### config.mk
export PLATFORM = sky130hd
export DESIGN_NAME = spi_frame_responder
export DESIGN_NICKNAME = d
export VERILOG_FILES = /design/src/rtl/spi_frame_pkg.sv /design/src/rtl/spi_frame_sync.sv /design/src/rtl/spi_frame_responder.sv
export SDC_FILE = /design/constraint.sdc
export NUM_CORES = 1
export LEC_CHECK = 0
export BUFFER_PORTS_ARGS = -buffer_cell sky130_fd_sc_hd__buf_2
export CAP_MARGIN = 10
export CORE_MARGIN = 10
export CORE_UTILIZATION = 52
export DETAILED_ROUTE_END_ITERATION = 10
export PLACE_DENSITY = 0.75
export SETUP_SLACK_MARGIN = 0.15
export SLEW_MARGIN = 20
export SYNTH_ARGS = -nofsm -noshare
export SYNTH_HDL_FRONTEND = slang
export SYNTH_SLANG_ARGS = --single-unit
### constraint.sdc
create_clock -name clk -period 2 [get_ports clk]
set_clock_uncertainty 0.2 [all_clocks]
set_input_delay 0.2 -clock clk [delete_from_list [all_inputs] [get_ports clk]]
set_output_delay 0.2 -clock clk [all_outputs]
set_load 0.1 [all_outputs]
### src/rtl/spi_frame_pkg.sv
// Shared definitions for the SPI frame responder: FSM encoding and phase lengths.
package spi_frame_pkg;

    localparam int ADDR_BITS = 16;
    localparam int CTRL_BITS = 8;
    localparam int DATA_BITS = 8;
    localparam int CNT_W     = 5;

    localparam logic [CNT_W-1:0] ADDR_LAST = CNT_W'(ADDR_BITS - 1);
    localparam logic [CNT_W-1:0] CTRL_LAST = CNT_W'(CTRL_BITS - 1);
    localparam logic [CNT_W-1:0] DATA_LAST = CNT_W'(DATA_BITS - 1);

    typedef enum logic [1:0] {
        ST_IDLE = 2'd0,
        ST_ADDR = 2'd1,
        ST_CTRL = 2'd2,
        ST_DATA = 2'd3
    } state_t;

endpackage

### src/rtl/spi_frame_sync.sv
// Multi-flop synchronizer for one asynchronous SPI pin plus rise/fall detection
// on the synchronized level.
module spi_frame_sync #(
    parameter int STAGES = 2
) (
    input  logic clk,
    input  logic srst,
    input  logic i_din,
    output logic o_level,
    output logic o_rise,
    output logic o_fall
);

    logic [STAGES-1:0] r_sync;
    logic              r_prev;

    // Everything resets low so a pin already low when reset drops creates no edge.
    for (genvar gi = 0; gi < STAGES; gi++) begin : g_stage
        if (gi == 0) begin : g_first
            always_ff @(posedge clk) begin
                if (srst) r_sync[gi] <= 1'b0;
                else      r_sync[gi] <= i_din;
            end
        end else begin : g_next
            always_ff @(posedge clk) begin
                if (srst) r_sync[gi] <= 1'b0;
                else      r_sync[gi] <= r_sync[gi-1];
            end
        end
    end

    always_ff @(posedge clk) begin
        if (srst) r_prev <= 1'b0;
        else      r_prev <= r_sync[STAGES-1];
    end

    assign o_level = r_sync[STAGES-1];
    assign o_rise  = r_sync[STAGES-1] & ~r_prev;
    assign o_fall  = ~r_sync[STAGES-1] & r_prev;

endmodule

### src/rtl/spi_frame_responder.sv
// SPI mode-0 slave decoding [addr16][ctrl8][data8...] frames into a register bus.
// Optional SPI_FRAME_RESPONDER_ERRCNT_EN adds a saturating err_cnt output.
module spi_frame_responder
    import spi_frame_pkg::*;
#(
    parameter int SYNC_STAGES  = 2,
    parameter int CTRL_RWB_BIT = 2
) (
    input  logic        clk,
    input  logic        rstn,
    input  logic        spi_cs,
    input  logic        spi_sck,
    input  logic        spi_mosi,
    output logic        spi_miso,
    output logic        spi_miso_oe,
    output logic [15:0] reg_addr,
    output logic [7:0]  reg_wdata,
    output logic        reg_we,
    output logic        reg_re,
    input  logic [7:0]  reg_rdata,
    output logic        frame_active,
    output logic        frame_err
`ifdef SPI_FRAME_RESPONDER_ERRCNT_EN
    ,
    output logic [7:0]  err_cnt
`endif
);

    logic w_srst;
    assign w_srst = rstn;

    // Index 2 = cs, 1 = sck, 0 = mosi.
    logic [2:0] w_din;
    logic [2:0] w_level;
    logic [2:0] w_rise;
    logic [2:0] w_fall;
    assign w_din = {spi_cs, spi_sck, spi_mosi};

    for (genvar gi = 0; gi < 3; gi++) begin : g_sync
        spi_frame_sync #(.STAGES(SYNC_STAGES)) u_sync (
            .clk     (clk),
            .srst    (w_srst),
            .i_din   (w_din[gi]),
            .o_level (w_level[gi]),
            .o_rise  (w_rise[gi]),
            .o_fall  (w_fall[gi])
        );
    end

    logic w_cs_rise, w_cs_fall, w_sck_rise, w_sck_fall, w_mosi;
    assign w_cs_rise  = w_rise[2];
    assign w_cs_fall  = w_fall[2];
    assign w_sck_rise = w_rise[1];
    assign w_sck_fall = w_fall[1];
    assign w_mosi     = w_level[0];

    logic [3:0] w_unused_sync;
    assign w_unused_sync = {w_level[2], w_level[1], w_rise[0], w_fall[0]};

    state_t           r_state;
    logic [CNT_W-1:0] r_bit_cnt;
    logic [15:0]      r_rx_shift;
    logic [7:0]       r_tx_shift;
    logic             r_rwb;
    logic [15:0]      r_addr;
    logic [7:0]       r_wdata;
    logic             r_we;
    logic             r_re;
    logic             r_re_d;
    logic             r_miso;
    logic             r_active;
    logic             r_err;

    logic [15:0] w_rx_next;
    assign w_rx_next = {r_rx_shift[14:0], w_mosi};

    always_ff @(posedge clk) begin
        if (w_srst) begin
            r_state    <= ST_IDLE;
            r_bit_cnt  <= '0;
            r_rx_shift <= '0;
            r_tx_shift <= '0;
            r_rwb      <= 1'b0;
            r_addr     <= '0;
            r_wdata    <= '0;
            r_we       <= 1'b0;
            r_re       <= 1'b0;
            r_re_d     <= 1'b0;
            r_miso     <= 1'b0;
            r_active   <= 1'b0;
            r_err      <= 1'b0;
        end else begin
            r_we   <= 1'b0;
            r_re   <= 1'b0;
            r_err  <= 1'b0;
            r_re_d <= r_re;

            // Write address advances once the strobe cycle has been presented.
            if (r_we) r_addr <= r_addr + 16'd1;

            // Read data arrives one clk after reg_re; only meaningful mid-frame.
            if (r_re_d && r_state == ST_DATA) begin
                r_tx_shift <= reg_rdata;
                r_miso     <= reg_rdata[7];
            end

            if (w_cs_rise) begin
                r_err     <= (r_state == ST_ADDR) || (r_state == ST_CTRL) ||
                             (r_state == ST_DATA && r_bit_cnt != '0);
                r_state   <= ST_IDLE;
                r_bit_cnt <= '0;
                r_active  <= 1'b0;
                r_miso    <= 1'b0;
            end else begin
                case (r_state)
                    ST_IDLE: begin
                        if (w_cs_fall) begin
                            r_state    <= ST_ADDR;
                            r_bit_cnt  <= '0;
                            r_rx_shift <= '0;
                            r_tx_shift <= '0;
                            r_miso     <= 1'b0;
                            r_active   <= 1'b1;
                        end
                    end
                    ST_ADDR: begin
                        if (w_sck_rise) begin
                            r_rx_shift <= w_rx_next;
                            if (r_bit_cnt == ADDR_LAST) begin
                                r_addr    <= w_rx_next;
                                r_state   <= ST_CTRL;
                                r_bit_cnt <= '0;
                            end else begin
                                r_bit_cnt <= r_bit_cnt + 1'b1;
                            end
                        end
                    end
                    ST_CTRL: begin
                        if (w_sck_rise) begin
                            r_rx_shift <= w_rx_next;
                            if (r_bit_cnt == CTRL_LAST) begin
                                r_rwb     <= w_rx_next[CTRL_RWB_BIT];
                                r_re      <= ~w_rx_next[CTRL_RWB_BIT];
                                r_state   <= ST_DATA;
                                r_bit_cnt <= '0;
                            end else begin
                                r_bit_cnt <= r_bit_cnt + 1'b1;
                            end
                        end
                    end
                    ST_DATA: begin
                        if (w_sck_rise) begin
                            r_rx_shift <= w_rx_next;
                            if (r_bit_cnt == DATA_LAST) begin
                                r_bit_cnt <= '0;
                                if (r_rwb) begin
                                    r_wdata <= w_rx_next[7:0];
                                    r_we    <= 1'b1;
                                end else begin
                                    r_addr <= r_addr + 16'd1;
                                    r_re   <= 1'b1;
                                end
                            end else begin
                                r_bit_cnt <= r_bit_cnt + 1'b1;
                            end
                        end else if (w_sck_fall && r_bit_cnt != '0) begin
                            // The falling edge right after a byte boundary keeps the fresh MSB.
                            r_tx_shift <= {r_tx_shift[6:0], 1'b0};
                            r_miso     <= r_tx_shift[6];
                        end
                    end
                    default: r_state <= ST_IDLE;
                endcase
            end
        end
    end

    assign spi_miso     = r_miso;
    assign spi_miso_oe  = r_active;
    assign frame_active = r_active;
    assign reg_addr     = r_addr;
    assign reg_wdata    = r_wdata;
    assign reg_we       = r_we;
    assign reg_re       = r_re;
    assign frame_err    = r_err;

`ifdef SPI_FRAME_RESPONDER_ERRCNT_EN
    logic [7:0] r_err_cnt;

    always_ff @(posedge clk) begin
        if (w_srst)                          r_err_cnt <= '0;
        else if (r_err && r_err_cnt != 8'hFF) r_err_cnt <= r_err_cnt + 8'd1;
    end

    assign err_cnt = r_err_cnt;
`endif

endmodule

==> metrics.cfg <==
[outcome]
status=finished with violations
violations=negative setup slack

[die]
die_w_um=103
ios=43
start_util_pct=53.0
die_area_um2=10600
core_area_um2=6720
die_y_um=103
row_count=30

[setup_path]
slowest_stage=dfxtp_4
reg2reg_depth=9
setup.worst_path.class=reg -> reg
timing.rr.end=reg_addr[12]
cp_top_family=simple AND/OR/NAND/NOR gates
crit_path_start=r_bit_cnt[0]
rr_startpoint=r_bit_cnt[0]
timing.reg2reg.setup_slack_ns=-0.19
cpPeakStageDelay_ns=0.37
critical_path.cell_chain=ha_4 > and3_4 > ha_4 > nand3b_1 > buf_4 > nor3_4 > a21boi_0 > a31oi_1 > a21o_1
worst_setup_path_start_kind=flip-flop
crit_fanout=7
crit_buf_inv=1
arrival_ns=2.28
required_ns=2.09
crit_path_frequent_cell=ha_4
end_kind=flip-flop

[synthesis]
yosysWarnings=0
syn-cell-area_um2=3560
yosysUniqueCellTypes=64
ys.flop_type=dfxtp_1
ys_seq_elements=68
avgSynthCellArea_um2=8.60
synth_cells=414
yosysSeqAreaShare_pct=38.2
syn_nets=438
ys_async_sr_fraction_pct=0
synth_edf_count=0

[power_and_ir_drop]
p_per_area_nw_per_um2=572
ir_worst_vdd_uv=559
power_uw=2890
leakagePower_uw=0.00200

[cts]
clock-sinks=68
clkTransAtPathRegs_ns=0.09
cts_max_level=3
clock_latency_ns=0.35
cts_tree=built
cts_root_buffer=clkbuf_8
cts_buffer_depth=2
cts_buffers=9

[timing]
worst_slack_ns=-0.195
relSlewSlack_pct=66.4
tightest_slew_ns=0.499
finalCriticalPeriod_ns=2.19
timing.fmax_mhz=456
holdWs_ns=0.0638
finalMaxSlewViolations=0
tns_ns=-4.03
fin_crit_sh_pct=110
hold_violations=0
rsz0062_at_grt=yes
setup_viol=36

[drt]
dr.first_iter.drc_count=372
viasPerCell=6.13
postRouteAntennaNets=0
drcViolationCount=0
wl_um=11400
num_vias=3689
firstDrtPassIters=5
wire_per_inst_um=19.0

[min_path]
worstHoldStart=reg_rdata[7]
whs_path_depth=5
holdPathEnd=spi_miso
hold_class=in -> reg

[grt]
antenna_found_initial=0
grt_pass1_vias=3372
grt_pass1_wl_um=16800
grt_max_degree=37
overflow=0
grt_use_total_pct=20.2

[cells_and_area]
syn2layout_area_growth_pct=42.0
nNetsFinal=542
n_antenna_cell=0
drive_gt1_share_pct=41.4
fin_area_um2=5050

[placement]
pre_cts_slack_ns=-0.197
gp_congestion=0.986
hpwl_um=6990
portBuffers=42
placed_area_um2=4240

[flow_run]
drv_cap=0

[through the flow]
step / std cells / util, %
floorplan: 414 / -
global placement: 552 / 63.1
detailed placement: 552 / 63.1
CTS: 589 / 71.9
global route: 602 / 75.2
finish: 602 / 75.2
[sequential cells by signal, indices dropped and copies added, names as in the netlist]
signal,count
frame_active,1
frame_err,1
g_sync.u_sync.o_level,3
g_sync.u_sync.r_prev,2
g_sync.u_sync.r_sync,3
r_bit_cnt,5
r_re_d,1
r_rwb,1
r_rx_shift,15
r_state,2
r_tx_shift,7
reg_addr,16
reg_re,1
reg_wdata,8
reg_we,1
spi_miso,1
[synth_stat cells, types with 4 or more instances]
cell      instances  area [um^2]
nor2b_1          11         68.8
nand3_1          23          115
nand4_1          12         75.1
xor2_1            7         61.3
a21o_1            4         30.0
buf_4             4         30.0
buf_2             8         40.0
o21ai_0          21          105
xnor2_1           5         43.8
nand2_1          46          173
mux2i_1          22          220
o221ai_1          8         70.1
nor2_1           22         82.6
o211ai_1          6         45.0
inv_1            11         41.3
ha_1             11          138
and3_1            4         25.0
nor3_1            9         45.0
dfxtp_1          68         1360
clkbuf_1         12         45.0
a21oi_1          28          140
nand2b_1          5         31.3
[layer usage]
layer  track usage [%]  part of all wire, %
met5                 0                    0
met4              7.81                  2.4
met3              4.89                  8.7
met2              31.8                   48
met1              25.9                   41
[area by class of cell]
| class | instances | area (um^2) |
|---|---|---|
| clock inverters | 3 | 17.5 |
| flip-flops and latches | 68 | 1420 |
| clock buffers | 12 | 166 |
| fillers | 462 | 1660 |
| repair buffers | 116 | 857 |
| inverters | 12 | 47.5 |
| multi-input cells | 311 | 2450 |
| well taps | 80 | 100 |
[tightest hold or removal path, cell delays in order]
cell and delay [ns]:
buf_2 0.07, mux2i_1 0.07, a21oi_1 0.12, a21oi_1 0.05, nor2_1 0.07
[cells by family (layout without fill, tap and decap cells)]
family	Yosys count	count (layout)	synth area share [%]
flops	68	68	38.2
simple gates	156	156	23.0
fa+ha+maj	12	12	4.15
compound gates	106	109	20.4
xor+xnor	12	12	2.95
buf+inv	38	143	5.13
mux	22	22	6.18
[timing repair]
action	in CTS	in global routing
hold buffers	10	0
endpoints found under the hold margin	10	0
gates cloned	2	1
gates resized for setup	49	29
pin swaps	29	25
buffers inserted	10	12
setup endpoints to repair	58	58
[worst max path at each step]
stage	end	slack [ns]	cells past startpoint
CTS	reg_addr[12]	-0.19	8
global route	r_state[1]	-0.24	11
floorplan	reg_addr[0]	-0.1	7
detailed placement	reg_addr[0]	-0.20	8
finish	reg_addr[12]	-0.19	9
global placement	reg_addr[0]	-0.15	8
[report_power, final]
part | switching (uW) | internal, uW | leakage [uW] | total (uW)
clock | 537 | 553 | 0.0000982 | 1090
combinational | 261 | 172 | 0.00134 | 433
sequential | 15.6 | 1350 | 0.000562 | 1370
[cells in the final DEF, fill, tap and decap left out, drive strengths merged, types with 3 or more instances in the layout]
master / n
o221ai: 8
nor3: 9
o211ai: 6
mux2i: 22
a221o: 3
ha: 11
o31a: 4
clkbuf: 12
dfxtp: 68
nand2: 46
xnor2: 5
a21boi: 3
nand3b: 3
o31ai: 4
o21ai: 22
nor2: 24
or3: 3
buf: 106
nand3: 24
nor4: 3
inv: 14
a22o: 3
and3: 4
dlygate4sd3: 10
nand2b: 5
a21oi: 28
nand4: 12
a21o: 4
xor2: 7
a22oi: 3
nor2b: 12
Power figures use the tool's default switching activity.
